===== config.mk =====
export PLATFORM = sky130hd
export DESIGN_NAME = shift_unit_pipe
export DESIGN_NICKNAME = d
export VERILOG_FILES = /design/src/rtl/shift_unit_pipe.sv
export SDC_FILE = /design/constraint.sdc
export NUM_CORES = 1
export LEC_CHECK = 0
export CORE_UTILIZATION = 30
export DETAILED_ROUTE_END_ITERATION = 7
export HOLD_SLACK_MARGIN = 0.03
export PLACE_DENSITY_LB_ADDON = 0.25
export SETUP_SLACK_MARGIN = 0.02
export SYNTH_ARGS = -nofsm -noshare
export SYNTH_HDL_FRONTEND = slang
export SYNTH_SLANG_ARGS = --single-unit
export TNS_END_PERCENT = 50

===== constraint.sdc =====
create_clock -name clk -period 2.8 [get_ports clk]
set_input_delay 0.56 -clock clk [delete_from_list [all_inputs] [get_ports clk]]
set_output_delay 0.56 -clock clk [all_outputs]
set_load 0.01 [all_outputs]

===== src/rtl/shift_unit_pipe.sv =====
// Pipelined multi-mode barrel shifter (SLL/SRL/SRA/ROL/ROR) with valid/ready
// handshakes. Shift levels are spread in ascending order across STAGES registers.
module shift_unit_pipe #(
  parameter int WIDTH  = 16,
  parameter int STAGES = 2,
  parameter int TAG_W  = 4
) (
  input  logic                     clk,
  input  logic                     rst_n,
  input  logic                     in_valid,
  output logic                     in_ready,
  input  logic [WIDTH-1:0]         in_data,
  input  logic [$clog2(WIDTH):0]   in_shamt,
  input  logic [2:0]               in_op,
  input  logic [TAG_W-1:0]         in_tag,
  output logic                     out_valid,
  input  logic                     out_ready,
  output logic [WIDTH-1:0]         out_data,
  output logic                     out_carry,
  output logic                     out_zero,
  output logic                     out_illegal,
  output logic [TAG_W-1:0]         out_tag
);

  localparam int LW    = $clog2(WIDTH);
  localparam int SW    = LW + 1;
  localparam int BASE  = LW / STAGES;
  localparam int EXTRA = LW % STAGES;
  localparam int LAST  = STAGES - 1;

  localparam logic [2:0] OP_SLL = 3'd0;
  localparam logic [2:0] OP_SRL = 3'd1;
  localparam logic [2:0] OP_SRA = 3'd2;
  localparam logic [2:0] OP_ROL = 3'd3;
  localparam logic [2:0] OP_ROR = 3'd4;

  // Earlier stages absorb the leftover level when LW does not divide evenly.
  function automatic logic level_in_stage(input int k, input int s);
    int lo;
    int hi;
    lo = s * BASE + ((s < EXTRA) ? s : EXTRA);
    hi = lo + BASE + ((s < EXTRA) ? 1 : 0);
    return (k >= lo) && (k < hi);
  endfunction

  function automatic logic [WIDTH-1:0] shift_level(input logic [WIDTH-1:0] d,
                                                   input logic [2:0] op, input int k);
    logic [WIDTH-1:0] r;
    int               s;
    s = 1 << k;
    case (op)
      OP_SLL:  r = d << s;
      OP_SRL:  r = d >> s;
      OP_SRA:  r = $signed(d) >>> s;
      OP_ROL:  r = (d << s) | (d >> (WIDTH - s));
      OP_ROR:  r = (d >> s) | (d << (WIDTH - s));
      default: r = d;
    endcase
    return r;
  endfunction

  // Carry for plain shifts comes from the original operand; rotates use the result.
  function automatic logic carry_calc(input logic [WIDTH-1:0] orig, input logic [SW-1:0] shamt,
                                      input logic [2:0] op, input logic [WIDTH-1:0] res);
    logic          c;
    int            n;
    logic [LW-1:0] up_idx;
    logic [LW-1:0] dn_idx;
    n      = int'(shamt);
    up_idx = LW'(WIDTH - n);
    dn_idx = LW'(n - 1);
    case (op)
      OP_SLL:  c = (n >= 1 && n <= WIDTH) ? orig[up_idx] : 1'b0;
      OP_SRL:  c = (n >= 1 && n <= WIDTH) ? orig[dn_idx] : 1'b0;
      OP_SRA:  c = (n == 0) ? 1'b0 : ((n <= WIDTH) ? orig[dn_idx] : orig[WIDTH-1]);
      OP_ROL:  c = (shamt[LW-1:0] != '0) ? res[0] : 1'b0;
      OP_ROR:  c = (shamt[LW-1:0] != '0) ? res[WIDTH-1] : 1'b0;
      default: c = 1'b0;
    endcase
    return c;
  endfunction

  logic             v_r     [STAGES];
  logic [WIDTH-1:0] data_r  [STAGES];
  logic [WIDTH-1:0] orig_r  [STAGES];
  logic [SW-1:0]    shamt_r [STAGES];
  logic [LW-1:0]    amt_r   [STAGES];
  logic [2:0]       op_r    [STAGES];
  logic             ill_r   [STAGES];
  logic [TAG_W-1:0] tag_r   [STAGES];
  logic             carry_r;
  logic             zero_r;

  logic             src_v     [STAGES];
  logic [WIDTH-1:0] src_data  [STAGES];
  logic [WIDTH-1:0] src_orig  [STAGES];
  logic [SW-1:0]    src_shamt [STAGES];
  logic [LW-1:0]    src_amt   [STAGES];
  logic [2:0]       src_op    [STAGES];
  logic             src_ill   [STAGES];
  logic [TAG_W-1:0] src_tag   [STAGES];
  logic [WIDTH-1:0] nxt_data  [STAGES];

  logic             advance_s;
  logic             big_s;
  logic             rot_s;
  logic             ill_s;
  logic [WIDTH-1:0] pre_data_s;
  logic [LW-1:0]    pre_amt_s;
  logic             carry_s;

  assign advance_s = !v_r[LAST] || out_ready;
  assign in_ready  = advance_s;

  // Resolve out-of-range amounts up front so the levels only see amounts < WIDTH.
  always_comb begin
    big_s = in_shamt[LW];
    rot_s = (in_op == OP_ROL) || (in_op == OP_ROR);
    ill_s = (in_op > OP_ROR);
    case (in_op)
      OP_SLL, OP_SRL: pre_data_s = big_s ? '0 : in_data;
      OP_SRA:         pre_data_s = big_s ? {WIDTH{in_data[WIDTH-1]}} : in_data;
      default:        pre_data_s = in_data;
    endcase
    if (ill_s || (big_s && !rot_s)) begin
      pre_amt_s = '0;
    end else begin
      pre_amt_s = in_shamt[LW-1:0];
    end
  end

  // Stage inputs: stage 0 from the port, the rest from the previous register.
  always_comb begin
    src_v[0]     = in_valid && in_ready;
    src_data[0]  = pre_data_s;
    src_orig[0]  = in_data;
    src_shamt[0] = in_shamt;
    src_amt[0]   = pre_amt_s;
    src_op[0]    = in_op;
    src_ill[0]   = ill_s;
    src_tag[0]   = in_tag;
    for (int s = 1; s < STAGES; s++) begin
      src_v[s]     = v_r[s-1];
      src_data[s]  = data_r[s-1];
      src_orig[s]  = orig_r[s-1];
      src_shamt[s] = shamt_r[s-1];
      src_amt[s]   = amt_r[s-1];
      src_op[s]    = op_r[s-1];
      src_ill[s]   = ill_r[s-1];
      src_tag[s]   = tag_r[s-1];
    end
  end

  // Apply each stage's share of the shift levels.
  always_comb begin
    for (int s = 0; s < STAGES; s++) begin
      nxt_data[s] = src_data[s];
      for (int k = 0; k < LW; k++) begin
        if (level_in_stage(k, s) && src_amt[s][k]) begin
          nxt_data[s] = shift_level(nxt_data[s], src_op[s], k);
        end else begin
          nxt_data[s] = nxt_data[s];
        end
      end
    end
    carry_s = carry_calc(src_orig[LAST], src_shamt[LAST], src_op[LAST], nxt_data[LAST]);
  end

  // Pipeline registers: whole pipe advances together or holds together.
  always_ff @(posedge clk or negedge rst_n) begin
    if (!rst_n) begin
      for (int s = 0; s < STAGES; s++) begin
        v_r[s]     <= 1'b0;
        data_r[s]  <= '0;
        orig_r[s]  <= '0;
        shamt_r[s] <= '0;
        amt_r[s]   <= '0;
        op_r[s]    <= 3'd0;
        ill_r[s]   <= 1'b0;
        tag_r[s]   <= '0;
      end
      carry_r <= 1'b0;
      zero_r  <= 1'b0;
    end else if (advance_s) begin
      for (int s = 0; s < STAGES; s++) begin
        v_r[s]     <= src_v[s];
        data_r[s]  <= nxt_data[s];
        orig_r[s]  <= src_orig[s];
        shamt_r[s] <= src_shamt[s];
        amt_r[s]   <= src_amt[s];
        op_r[s]    <= src_op[s];
        ill_r[s]   <= src_ill[s];
        tag_r[s]   <= src_tag[s];
      end
      carry_r <= src_ill[LAST] ? 1'b0 : carry_s;
      zero_r  <= (nxt_data[LAST] == '0);
    end
  end

  assign out_valid   = v_r[LAST];
  assign out_data    = data_r[LAST];
  assign out_carry   = carry_r;
  assign out_zero    = zero_r;
  assign out_illegal = ill_r[LAST];
  assign out_tag     = tag_r[LAST];

endmodule

==> Word-level counts from Yosys, hierarchy flattened <==
Index checks and enable logic that the tools add are counted.
{ "word_totals": {"ff_bits": 74, "input_bits": 32, "output_inout_bits": 25, "elab_cells": 75} }
{ "classes": {"add_sub_neg": 2, "magnitude_cmp": 5, "eq_ne": 8, "muxes": 24, "bitwise_logic": 7, "reduce_logical": 15} }
{ "ops": {"columns": ["cell", "n"], "rows": [
  ["16-bit case mux with 5 select lines", 3],
  ["16-bit 2-to-1 mux", 5],
  ["16-bit case mux with 4 select lines", 1],
  ["16-bit case mux with 2 select lines", 1],
  ["16-bit zero test", 1],
  ["12-bit by 16-bit bitwise OR with 16-bit output", 1],
  ["14-bit by 16-bit bitwise OR with 16-bit output", 1],
  ["15-bit by 16-bit bitwise OR with 16-bit output", 1],
  ["16-bit by 1-bit bitwise OR with 16-bit output", 1],
  ["16-bit by 2-bit bitwise OR with 16-bit output", 1],
  ["16-bit by 4-bit bitwise OR with 16-bit output", 1],
  ["8-bit by 16-bit bitwise OR with 16-bit output", 1],
  ["15-bit 2-to-1 mux", 1],
  ["3-bit by 2-bit equality test with 1-bit output (second input constant)", 4],
  ["4-bit by 5-bit < comparator with 1-bit output (second input constant)", 2],
  ["1-bit 2-to-1 mux", 9],
  ["1-bit binary-select mux with 4-bit select", 2],
  ["3-bit by 1-bit equality test with 1-bit output (second input constant)", 2],
  ["3-bit equality test (second input constant)", 2],
  ["3-bit zero test", 2],
  ["5-bit by 1-bit >= comparator with 1-bit output (second input constant)", 1],
  ["5-bit less-or-equal comparator (second input constant)", 1],
  ["5-bit zero test", 1],
  ["1-bit case mux with 5 select lines", 1],
  ["other kinds (9)", 15]
]} }

==> Longest topological paths before layout <==
Gate-level depths: netlist of the first run.
{ "depth": {"depth_word": 10, "ltp_mapped": 11, "mapped_depth_nobuf": 9} }

==> Least setup slack after synthesis of the first run <==
No wires, ideal clock.
{ "synth_path": {"kind": "flip-flop to flip-flop", "startpoint": "register shamt_r[5] (netlist bit)", "endpoint": "register carry_r (netlist: out_carry)", "setup_ns": 0.130, "arrival_ns": 2.788, "t_required_ns": 2.670, "slack_ns": -0.118, "path_stages_with_launch": 11, "synth_period_minus_slack_ns": 2.918, "path_cell_list": "dfrtp_1 -> buf_1 -> inv_1 -> ha_1 -> clkbuf_1 -> mux4_2 -> mux4_2 -> nand2_1 -> nand2_1 -> o2111ai_1 -> nand3_1"} }
{ "synth_between": {"elab_chain_len": 7} }
{ "synth_lines": {"columns": ["element", "line_no", "text"], "rows": [
  ["start: declaration", "86", "logic [SW-1:0] shamt_r [STAGES];"],
  ["start signal: indexed assignment", "189", "shamt_r[s] <= src_shamt[s];"],
  ["4-bit by 1-bit subtractor with 4-bit output", "71", "dn_idx = LW'(n - 1);"],
  ["1-bit binary-select mux with 4-bit select", "74, 75", null],
  ["1-bit 2-to-1 mux (implied by the code)", "74, 75", null],
  ["1-bit 2-to-1 mux (2 in series)", "75", "OP_SRA: c = (n == 0) ? 1'b0 : ((n <= WIDTH) ? orig[dn_idx] : orig[WIDTH-1]);"],
  ["1-bit case mux with 5 select lines *", "72", "case (op)"],
  ["1-bit 2-to-1 mux *", "195", "carry_r <= src_ill[LAST] ? 1'b0 : carry_s;"],
  ["end signal: assignment", "195", null],
  ["end: declaration", "91", "logic carry_r;"]
]} }
Mark *: on every way between the ends. The rest lies on a longest branch, timed or not. The select of a mux whose other input is x is not followed.
A chain may end at the register's enable or synchronous reset.

==> Worst setup path after layout of the first run <==
{ "layout_path": {"startpoint": "register op_r[3] (netlist bit)", "endpoint": "register zero_r (netlist: out_zero)"} }
{ "layout_between": {"elab_chain_len": 7} }
{ "layout_lines": {"columns": ["element", "line_no", "text"], "rows": [
  ["start: declaration", "88", "logic [2:0] op_r [STAGES];"],
  ["start signal: indexed assignment", "191", "op_r[s] <= src_op[s];"],
  ["3-bit equality test, or another cell as far along", "51", "case (op)"],
  ["16-bit case mux with 5 select lines", "51", null],
  ["16-bit 2-to-1 mux", "159", "if (level_in_stage(k, s) && src_amt[s][k]) begin"],
  ["8-bit by 16-bit bitwise OR with 16-bit output", "55, 56", null],
  ["16-bit case mux with 4 select lines", "51", null],
  ["16-bit 2-to-1 mux *", "159", null],
  ["16-bit zero test *", "196", "zero_r <= (nxt_data[LAST] == '0);"],
  ["end signal: assignment", "196", null],
  ["end: declaration", "92", "logic zero_r;"]
]} }
Mark *: on every way between the ends. The rest lies on a longest branch, timed or not.

==> flow_summary_export.csv, run 1 <==
group,metric,value,unit
critical_path,critPathCaptureType,"flip-flop",
drt,drt_iter0_markers,577,
critical_path,critPathKind,"flip-flop to flip-flop",
place,routabilityCongestion,0.8576,
clock_network,post-cts-setup-buffers,0,
clock_network,clock-sinks,72,
final_layout,final_common_cell,"nand2_1",
final_layout,antenna_cells,0,
floorplanning,fp.dieH,132.4,um
timing,setup_ws,0.1545,ns
place,port_buffers,56,
timing,clock_skew,0.005670,ns
critical_path,crit_required,3.04,ns
clock_network,postCtsHoldBufs,0,
yosys,yosysTopAreaCell,"dfrtp_1",
yosys,ys_async_sr_fraction,100.0,%
critical_path,crit_path_start_kind,"flip-flop",
timing,fin_tns_setup,0,ns
timing,finalCritPeriodShare,94.48,%
outcome,status,"finished clean",
yosys,ys_warn_count,0,
timing,fmax,0.3780,GHz
clock_network,path_clk_slew,0.06,ns
floorplanning,floorplan.initialDensity,30.78,%
drt,firstDrtPassIters,5,
final_layout,drive_above_1_share,13.95,%
global_routing,grt_pass1_wl,25430,um
floorplanning,core,16580,um^2
power_and_ir_drop,vdd_drop_max,276.4,uV
yosys,ys_top_cells_by_area,"dfrtp_1 (35%), nand2_1 (10%), o21ai_0 (4.3%), mux4_2 (4.0%), a21oi_1 (2.7%)",
floorplanning,die_area,17540,um^2
global_routing,antenna_found_initial,0,
critical_path,rr_worst_depth,7,
yosys,syn_nets,655,
clock_network,cts-root-buf,"clkbuf_16",
clock_network,clock_latency,0.34,ns
yosys,seq_area_frac_synth,35.30,%
min_path,hp-class,"primary input to asynchronous set/reset pin",
critical_path,critPathLaunch,"op_r[3]",
yosys,post_synth.cell_area_avg,8.232,um^2
yosys,ys_types,75,
final_layout,nNetsFinal,704,
critical_path,r2r-end,"out_zero",
critical_path,worstReg2RegStart,"op_r[3]",
yosys,synth_top_area_share,35.30,%
critical_path,cp.arrival,2.89,ns
drt,ant_nets,0,
timing,timing.slew.headroom,56.16,%
global_routing,grt_use_total,18.07,%
global_routing,grt_overflow_total,0,
global_routing,grt_max_degree,73,
yosys,synthCells,620,
critical_path,r2r_slack,0.15,ns
place,dpl.hpwl,11560,um
power_and_ir_drop,power.leakage,2.619,nW
yosys,syn_area,5104,um^2
global_routing,grt_pass1_vias,4824,
clock_network,cts_resized,0,
timing,rsz0062_at_grt,"no",
floorplanning,ios,57,
timing,setup_viol,0,
drt,wl,15520,um
yosys,synthFlopType,"dfrtp_1",
clock_network,cts_tree,"done",
timing,report.final.hold_viol_count,0,
yosys,ys_ff_latch,72,
drt,vias,4941,
final_layout,area_growth_syn_to_layout,22.87,%
final_layout,final_cell_mix,"nand2_1 (136), dfrtp_1 (72), clkdlybuf4s50_1 (55), o21ai_0 (44), buf_4 (43)",
clock_network,clockBufferDepth,2,
floorplanning,rows,47,
clock_network,cts_made_buffers,9,
drt,route.detailed.drc,0,
floorplanning,die_x,132.4,um
yosys,synth-edff-count,0,
power_and_ir_drop,powerDensity,656.1,nW/um^2
clock_network,htreeDepth,3,
critical_path,crit_fanout,14,
job,max_cap_viol_count,0,
critical_path,endpoint,"out_zero",
timing,period_needed,2.646,ns
drt,via_per_inst,5.527,
place,dp_slack,-0.1499,ns
timing,worst_pin_slew,0.6569,ns
timing,slew_violations,0,
drt,wl_per_cell,17.36,um
## final cells by class
| class | count | area, um^2 |
|---|---|---|
| Multi-Input combinational cell | 475 | 2932 |
| Inverter | 10 | 37.54 |
| Fill cell | 1714 | 10310 |
| Tap cell | 220 | 275.3 |
| Clock buffer | 10 | 239.0 |
| Timing Repair Buffer | 101 | 918.4 |
| Clock inverter | 6 | 67.56 |
| Sequential cell | 72 | 1802 |
## kinds of logic (layout without fill, tap and decap cells)
group	count (synthesis)	count (layout)	share of synthesized area (%)
and+or+nand+nor	241	241	21.03
AOI/OAI and AO/OA	204	204	27.95
buffers and inverters	73	127	7.404
DFF	72	72	35.30
muxes	20	20	6.227
xor gates and xnor gates	7	7	1.348
adders and majority gates	3	3	0.7356
## how the worst min path moves through the flow
stage / from / endpoint / slack [ns]
detailed placement: src_v[0] / out_valid / 0.45
finish: rst_n / out_data[13] / 0.23
global route: rst_n / out_data[14] / 0.27
global placement: src_v[0] / src_v[0] / 0.45
CTS: rst_n / out_data[9] / 0.26
floorplan: rst_n / amt_r[6] / 0.26
## per-layer routing
metal  share of wire, %  vias to the layer above  GRT usage (%)  wire [um]
li1                   -                     2349              -          -
met1                 49                     2393          26.14       7571
met2                 45                      174          27.31       6946
met3                4.4                       25          1.992        685
met4                2.0                        0          7.471        317
met5                  0                        -              0          0
## where the power goes
group / total (mW) / switching (mW) / internal [mW]
Combinational: 1.51 / 0.805 / 0.706
Sequential: 1.44 / 0.193 / 1.24
Clock: 1.17 / 0.452 / 0.716
## stage by stage
step	hold slack (ns)	instance area [um^2]	cells	total power, mW	utilization [%]
3_5_place_dp	0.4494	5964	878	2.956	35.97
2_1_floorplan	0.2644	5105	620	2.426	-
5_1_grt	0.2748	6271	894	4.365	37.82
4_1_cts	0.2633	6271	894	4.136	37.82
6_report	0.2337	6271	894	4.115	37.82
3_3_place_gp	0.4460	5964	878	2.925	35.97
## synth_stat cells, types with 3 or more instances
library cell  instances
nor3_1               16
mux4_2                9
o22ai_1               8
and2_1                8
a22o_1                8
a21oi_1              28
nand3_1               9
a211oi_1             13
o211ai_1              6
o21ai_0              44
xnor2_1               4
a221o_1               3
nand2b_1              7
nor2_1               37
buf_6                 3
mux2i_1               7
a22oi_1              11
ha_1                  3
a221oi_1             13
o21a_1                3
nand2_1             136
buf_2                11
buf_4                18
o21ai_1              11
a32oi_1               5
a2111oi_0             4
inv_1                 9
o31ai_1               3
nor2b_1               5
a21o_1                3
a31oi_1               5
mux2_2                3
nand3b_1              4
clkbuf_1             29
dfrtp_1              72
a211o_1               7
o221ai_1              6
## worst max-delay path, stage by stage (launching register included)
cell and delay [ns]:
dfrtp_1 0.49, or2_1 0.34, a21oi_2 0.54, a31oi_1 0.28, or3_1 0.43, a21oi_1 0.16, nand4_1 0.11, o31ai_1 0.20
## sequential cells by signal (all words and copies together), names as in the netlist, 2 cells and up
register	flops
out_data	16
amt_r	2
orig_r	16
shamt_r	5
out_tag	4
src_tag	4
data_r	16
op_r	3
Power figures use the tool's default switching activity.
==> inputs of run 2 (changes only) <==
--- a/config.mk
+++ b/config.mk
@@ -5,7 +5,8 @@
 export SDC_FILE = /design/constraint.sdc
 export NUM_CORES = 1
 export LEC_CHECK = 0
-export CORE_UTILIZATION = 30
+export CAP_MARGIN = 25
+export CORE_UTILIZATION = 52
 export DETAILED_ROUTE_END_ITERATION = 7
 export HOLD_SLACK_MARGIN = 0.03
 export PLACE_DENSITY_LB_ADDON = 0.25
@@ -13,4 +14,4 @@
 export SYNTH_ARGS = -nofsm -noshare
 export SYNTH_HDL_FRONTEND = slang
 export SYNTH_SLANG_ARGS = --single-unit
-export TNS_END_PERCENT = 50
+export TNS_END_PERCENT = 30
==> flow_summary_export.csv, run 2 (synthesized netlist as in run 1, its figures left out) <==
group,metric,value,unit
outcome,status,"finished clean",
final_layout,stdcell_count,808,
clock_network,cts_tree,"done",
floorplanning,core,9371,um^2
job,max_cap_viol_count,0,
critical_path,path_cells,"inv_1 -> ha_1 -> mux4_2 -> mux4_2 -> nand2_1 -> nand2_1 -> o2111ai_1 -> nand3_1",
place,numPlacedInstances,792,
global_routing,grt_pass1_vias,4873,
place,port_buffers,56,
timing,timing.slew.headroom,59.50,%
floorplanning,fp.dieH,101.1,um
clock_network,clock-sinks,72,
critical_path,crit_path_start_kind,"flip-flop",
clock_network,clockBufferDepth,2,
critical_path,slowest_stage,"mux4_2",
clock_network,cts-root-buf,"clkbuf_8",
timing,rsz0062_at_grt,"no",
drt,wl_per_cell,18.18,um
timing,slew_violations,0,
global_routing,grt_use_total,30.43,%
floorplanning,floorplan.initialDensity,54.46,%
final_layout,final_common_cell,"nand2_1",
clock_network,post-cts-setup-buffers,0,
place,dpl.hpwl,10830,um
drt,ant_nets,0,
clock_network,postCtsHoldBufs,0,
timing,period_needed,2.590,ns
global_routing,grt_pass1_wl,24140,um
clock_network,clock_latency,0.35,ns
critical_path,cpLargestDelayFamily,"multiplexers",
critical_path,crit_required,3.03,ns
drt,route.detailed.drc,0,
drt,wl,14690,um
clock_network,cts_made_buffers,9,
critical_path,slowest_delay,0.59,ns
timing,clock_skew,0.01251,ns
place,place_area,5888,um^2
final_layout,nNetsFinal,709,
global_routing,grt_overflow_total,0,
timing,finalCritPeriodShare,92.51,%
final_layout,final_cell_mix,"nand2_1 (136), dfrtp_1 (72), clkdlybuf4s50_1 (55), buf_4 (48), o21ai_0 (44)",
critical_path,critPathKind,"flip-flop to flip-flop",
critical_path,cp.arrival,2.82,ns
min_path,hp-class,"primary input to asynchronous set/reset pin",
floorplanning,ios,57,
place,routabilityCongestion,0.9762,
timing,fmax,0.3860,GHz
power_and_ir_drop,powerDensity,628.2,nW/um^2
drt,vias,5106,
timing,report.final.hold_viol_count,0,
drt,via_per_inst,6.319,
clock_network,htreeDepth,3,
power_and_ir_drop,vdd_drop_max,353.4,uV
global_routing,antenna_found_initial,0,
global_routing,grt_max_degree,73,
critical_path,crit_fanout,8,
power_and_ir_drop,power.leakage,2.598,nW
floorplanning,die_x,101.1,um
final_layout,area_growth_syn_to_layout,19.47,%
timing,setup_viol,0,
drt,firstDrtPassIters,5,
final_layout,drive_above_1_share,14.58,%
critical_path,critPathCaptureType,"flip-flop",
final_layout,antenna_cells,0,
critical_path,r2r_slack,0.21,ns
clock_network,cts_resized,0,
timing,worst_pin_slew,0.6069,ns
clock_network,path_clk_slew,0.09,ns
final_layout,stdcell_area,6097,um^2
critical_path,critPathBufInv,1,
drt,drt_iter0_markers,244,
floorplanning,rows,35,
floorplanning,die_area,10220,um^2
## run 2: cell types whose count changed in the layout (fill, tap and decap cells not counted), sizes merged
cell / previous run / this run
buf: 46 / 51
inv: 11 / 14
clkinv: 2 / 0
clkbuf: 10 / 9
## run 2: where the power goes
group / switching, mW / internal (mW)
registers: 0.204 / 1.24
clock network: 0.458 / 0.430
logic: 0.791 / 0.707
## run 2: metrics by stage
step                      setup TNS [ns]  setup WS [ns]  power, mW  hold slack [ns]  util (%)
final                                  0         0.2097      3.830           0.2150     65.06
after global routing                   0        0.05116      4.048           0.2581     65.06
after CTS                              0         0.2209      3.822           0.2386     65.06
after detailed placement         -0.4088       -0.05505      2.937           0.4521     62.83
after global placement           -0.1062       -0.03744      2.888           0.4449     62.83
after floorplan                        0        0.05638      2.426           0.2644         -
## run 2: worst paths after layout
path | to | from | cells after the start
setup / recovery | out_carry | shamt_r[6] | 8
hold / removal | out_data[14] | rst_n | 2
setup reg to reg | out_carry | shamt_r[6] | 8
hold reg to reg | src_tag[2] | src_tag[2] | 2
max in group asynchronous | data_r[30] | rst_n | 2
min in group clk | src_tag[2] | src_tag[2] | 2
## run 2: layer usage
metal	vias up	track usage, %	wire length (um)
met5	-	0	0
met4	0	16.39	543
met3	38	4.022	988
met2	258	50.13	7026
met1	2462	38.84	6132
li1	2348	-	-
## run 2: layout make-up
cell class                      count  area, um^2
Fill cell                         850        3274
Multi-Input combinational cell    475        2932
Sequential cell                    72        1802
Timing Repair Buffer              106       955.9
Tap cell                          129       161.4
Clock buffer                        9       123.9
Clock inverter                      7       85.08
Inverter                           10       37.54
